`config.mk`:
```
export PLATFORM = sky130hd
export DESIGN_NAME = hid_report_tx
export DESIGN_NICKNAME = d
export VERILOG_FILES = /design/src/rtl/hid_report_tx.sv
export SDC_FILE = /design/constraint.sdc
export NUM_CORES = 1
export LEC_CHECK = 0
export CORE_ASPECT_RATIO = 1.25
export CORE_MARGIN = 2
export CORE_UTILIZATION = 55
export DETAILED_ROUTE_END_ITERATION = 7
export DONT_BUFFER_PORTS = 1
export GPL_ROUTABILITY_DRIVEN = 0
export PLACE_DENSITY = 0.7
export SYNTH_ARGS = -nofsm -noshare
export SYNTH_HDL_FRONTEND = slang
export SYNTH_SLANG_ARGS = --single-unit
export TNS_END_PERCENT = 20
```
`constraint.sdc`:
```
create_clock -name clk -period 2.65 [get_ports clk]
set_input_delay 0.6625 -clock clk [delete_from_list [all_inputs] [get_ports clk]]
set_output_delay 0.6625 -clock clk [all_outputs]
set_load 0.03 [all_outputs]
```
`src/rtl/hid_report_tx.sv`:
```
// hid_report_tx: sends {HEADER,cmd,x,y[,cmd^x^y when HID_TX_CHECKSUM_EN]} as 8N1 UART on tx_pin; one-entry report slot (report_valid/report_ready), busy and dropped flags
module hid_report_tx #(
  parameter int CLK_FREQ = 25000000,
  parameter int BAUD = 9600,
  parameter int COORD_W = 6,
  parameter logic [7:0] HEADER = 8'hA5
) (
  input  logic               clk,
  input  logic               rst,
  input  logic [7:0]         cmd_in,
  input  logic [COORD_W-1:0] x_in,
  input  logic [COORD_W-1:0] y_in,
  input  logic               report_valid,
  output logic               report_ready,
  output logic               tx_pin,
  output logic               busy,
  output logic               dropped
);
  localparam int CPB = CLK_FREQ / BAUD;
  localparam int CW = $clog2(CPB);
  localparam int RW = 8 + 2 * COORD_W;
`ifdef HID_TX_CHECKSUM_EN
  localparam logic [2:0] LAST_BYTE = 3'd4;
`else
  localparam logic [2:0] LAST_BYTE = 3'd3;
`endif
  typedef enum logic [1:0] {IDLE, START, DATA, STOP} state_t;
  state_t state_q, state_d;
  logic [CW-1:0] cnt_q, cnt_d;
  logic [2:0] bit_q, bit_d, byte_q, byte_d;
  logic [RW-1:0] slot_q, slot_d, frame_q, frame_d;
  logic slot_full_q, slot_full_d, tx_q, tx_d, dropped_q, dropped_d;
  logic [7:0] cmd_f, x_f, y_f, base_byte, cur_byte;
  logic last, take, accept;
  assign cmd_f = frame_q[RW-1 -: 8];
  assign x_f = 8'(frame_q[2*COORD_W-1 -: COORD_W]);
  assign y_f = 8'(frame_q[COORD_W-1:0]);
  assign base_byte = byte_q == 3'd0 ? HEADER : byte_q == 3'd1 ? cmd_f : byte_q == 3'd2 ? x_f : y_f;
`ifdef HID_TX_CHECKSUM_EN
  assign cur_byte = byte_q == 3'd4 ? cmd_f ^ x_f ^ y_f : base_byte;
`else
  assign cur_byte = base_byte;
`endif
  always_comb begin
    last = cnt_q == CW'(CPB - 1);
    take = state_q == IDLE && slot_full_q;
    accept = report_valid && !slot_full_q;
    slot_full_d = accept || (slot_full_q && !take);
    slot_d = accept ? {cmd_in, x_in, y_in} : slot_q;
    dropped_d = report_valid && slot_full_q;
    tx_d = state_q == START ? 1'b0 : state_q == DATA ? cur_byte[bit_q] : 1'b1;
    cnt_d = (state_q == IDLE || last) ? '0 : cnt_q + 1'b1;
    state_d = state_q;
    bit_d = bit_q;
    byte_d = byte_q;
    frame_d = frame_q;
    case (state_q)
      IDLE: if (slot_full_q) begin
        frame_d = slot_q;
        byte_d = '0;
        bit_d = '0;
        state_d = START;
      end
      START: if (last) state_d = DATA;
      DATA: if (last) begin
        bit_d = bit_q + 1'b1;
        if (bit_q == 3'd7) state_d = STOP;
      end
      STOP: if (last) begin
        state_d = byte_q == LAST_BYTE ? IDLE : START;
        byte_d = byte_q + 1'b1;
      end
      default: state_d = IDLE;
    endcase
  end
  always_ff @(posedge clk) begin
    if (rst) begin
      state_q <= IDLE;
      cnt_q <= '0;
      bit_q <= '0;
      byte_q <= '0;
      slot_q <= '0;
      frame_q <= '0;
      slot_full_q <= 1'b0;
      tx_q <= 1'b1;
      dropped_q <= 1'b0;
    end else begin
      state_q <= state_d;
      cnt_q <= cnt_d;
      bit_q <= bit_d;
      byte_q <= byte_d;
      slot_q <= slot_d;
      frame_q <= frame_d;
      slot_full_q <= slot_full_d;
      tx_q <= tx_d;
      dropped_q <= dropped_d;
    end
  end
  assign report_ready = !slot_full_q;
  assign busy = state_q != IDLE || slot_full_q;
  assign tx_pin = tx_q;
  assign dropped = dropped_q;
endmodule
```
==> metrics.cfg <==
[outcome]
status=finished, final reports clean

[floorplan]
design.core.area_sq_um=5120
rows=29
start_util=0.571
die_x_um=69.2
dieArea_sq_um=5910
floorplan.io_pins=27
fp.dieH_um=85.5

[yosys]
syn_nets=405
prevailing_post_synth_register_cell=dfxtp_1
post_synth_adder_cell_area=0.0557
synth-warning-count=0
synth.mux.area_fraction=0.0103
synth_sequential_area_ratio=0.432
yosysUniqueCellTypes=50
synth_edf_count=0
synth_simple_gate_area_share=0.256
synthCells=369
synth-async-reset-ratio=0
post_synthesis_compound_gate_area_fraction=0.172
synth.ff_latch_count=63
synth_xor_area_frac=0.0240
synth_top_family_by_area=simple AND/OR/NAND/NOR gates
synthesis.area_sq_um=2920
synthesis.area_per_instance_sq_um=7.91

[hold_path]
timing.hold.worst.start=rst
hp-class=in -> reg
hold_path_cell_cnt=1
hold_critical_path_endpoint=bit_q[2]$_SDFFE_PP0P_

[timing]
setup-tns-final_ps=0
fmax_mhz=456
final.min_clock_period_ps=2190
setup_ws_ps=457
setup_violations=0
final_min_period_over_clock_period=0.828
worst-slew-pin-transition_ps=703
rsz0062_at_grt=no
report.final.slew_viol_count=0
timing_hold_violations_final=0
maxSlewHeadroom=0.531
post_route_skew_ps=9.76

[power_and_ir_drop]
static-leakage-power_nw=1.12
vdd.ir_drop.worst_v=0.000484
power_per_cell_area_nw_per_um2=743
internal_power_w=0.00162
relative_contribution_of_the_clock_network_to_total_power=0.363
seqPwrFrac=0.453
comb_pwr_share=0.184
switching_power_w=0.000688
netSwitchingFraction=0.298

[route]
routed_wire_length_per_instance_um=13.6
ant_nets=0
vias=2381
detailedRoute.firstIterationViolations=136
drc_errors=0
firstDrtPassIters=4
detail_route.vias_per_cell=5.59
wirelength_mm=5.81

[clock_tree]
post_cts_hold_buffer_count=0
tritoncts_sink_count=63
clkSlewWorstSetupHoldPaths_ps=70
post_cts_resized=0
cts.repair_timing.setup_buffer_count=0
max-clock-path-buffers=2
htree_num_levels=3
clk-insertion-delay-late_ps=350
tritoncts=yes
ctsRootBufferMaster=clkbuf_8
numCtsBuffers=9

[critical_path]
crit-reg2reg-capture=tx_pin$_SDFF_PP1_
critical-path-max-stage-delay_ps=350
timing.critical_path.required_ps=1990
cp-end-kind=output pin
worstPathArrival_ps=1530
critical_path.max_fanout=9
worstPathCellList=inv_1 > ha_1 > nor2b_1 > inv_2
timing.reg2reg.setup_slack_ps=580
path_class=reg -> out
worst-r2r-cell-count=6
timing.critical_path.slowest_stage_cell=dfxtp_1
regToRegStartpoint=byte_q[1]$_SDFFE_PP0P_
critPathLaunchType=flip-flop

[finish]
finish.net_count=396
drive_above_1_share=0.0714
layout.cells.most_common_list=nand2_1, dfxtp_1, a21oi_1
fill_cells=481
final_area_sq_um=3110
regArea_sq_um=1260
final_core_utilization=0.608
mostFrequentLayoutCell=nand2_1
n_antenna_cell=0
multi_input_area_sq_um=1510
area_growth_syn_to_layout_pct=6.60

[grt]
global_route_total_usage_across_every_layer=0.210
vias_in_the_first_global_route=2241
pin_count_of_the_biggest_net_entering_global_routing=53
antenna_found_initial=0
global_route.overflow_total=0
grt_first_pass_wirelength_mm=9.97

[place]
placed_cell_area_sq_um=2910
dp.final_hpwl_mm=4.01
portBuffers=0
detailedPlace.worstSlack_ps=610

[job]
timing.max_cap.violations=0

layer usage:
layer,track usage,vias to the layer above,share of wire
met3,0.0511,11,0.037
met1,0.252,1090,0.45
met4,0.103,0,0.024
met2,0.351,52,0.48
li1,-,1228,-
met5,0,-,0
worst max-delay path by stage:
stage          cells past startpoint                 to  slack, ps                     from
2_1_floorplan                      8  tx_pin$_SDFF_PP1_        810   byte_q[1]$_SDFFE_PP0P_
3_3_place_gp                       6  tx_pin$_SDFF_PP1_        660   byte_q[1]$_SDFFE_PP0P_
3_5_place_dp                       6  tx_pin$_SDFF_PP1_        610   byte_q[1]$_SDFFE_PP0P_
4_1_cts                            4               busy        450  state_q[1]$_SDFFE_PP0P_
5_1_grt                            4               busy        340  state_q[1]$_SDFFE_PP0P_
6_report                           4               busy        460  state_q[1]$_SDFFE_PP0P_
stage by stage:
| stage | hold WS (ps) | cells | power (W) |
|---|---|---|---|
| after detailed placement | 431 | 411 | 0.00149 |
| after CTS | 377 | 426 | 0.00232 |
| after floorplan | 413 | 369 | 0.00141 |
| after global routing | 369 | 426 | 0.00242 |
| final | 377 | 426 | 0.00231 |
| after global placement | 424 | 411 | 0.00148 |
kinds of logic after synthesis:
logic type	Yosys count
mux	3
fa+ha+maj	13
simple gates	162
compound gates	86
xor+xnor	8
flops	63
buf+inv	34
state kept, by name (all words and copies together) (netlist names):
name,cells
byte_q,3
frame_q,20
slot_q,20
state_q,2
dropped,1
slot_full_q,1
cnt_q,12
bit_q,3
tx_pin,1
Yosys cell counts (all sizes together) (2+ instances only):
cell,n,share of area
buf,6,0.013
xor2,6,0.018
mux2i,3,0.010
ha,13,0.056
dfxtp,63,0.43
nor4b,4,0.019
nand3,8,0.015
a21o,2,0.0051
inv,11,0.014
or3,2,0.0043
nand2,100,0.13
xnor2,2,0.0060
nor3,5,0.0086
clkbuf,16,0.021
a221o,3,0.011
o21ai,11,0.019
o22ai,3,0.0086
nand2b,3,0.0064
a32oi,3,0.0090
and3,6,0.013
a21oi,52,0.090
and2,3,0.0064
nor3b,2,0.0051
nor2b,2,0.0043
o21bai,2,0.0051
a31oi,6,0.013
nor2,22,0.028
cell type report:
cell class,count,area share
well taps,62,0.0249
clock buffers,12,0.0499
inverters,12,0.0149
flip-flops and latches,63,0.405
multi-input cells,272,0.487
clock inverters,3,0.0137
repair buffers,2,0.00483
critical path: cells and delay by family (launching register included):
kind,cells,cell delay (ps)
fa+ha+maj,1,330
buf+inv,2,270
flops,1,350
simple gates,1,240
power groups by stage:
| stage | registers [W] | logic (W) | clock network [W] |
|---|---|---|---|
| floorplan | 0.00105 | 0.000357 | 0 |
| global placement | 0.00107 | 0.000416 | 0 |
| detailed placement | 0.00107 | 0.000424 | 0 |
| CTS | 0.00105 | 0.000425 | 0.000851 |
| global route | 0.00105 | 0.000473 | 0.000890 |
| finish | 0.00105 | 0.000426 | 0.000838 |
Note: power is estimated with default switching activity, not from simulation.
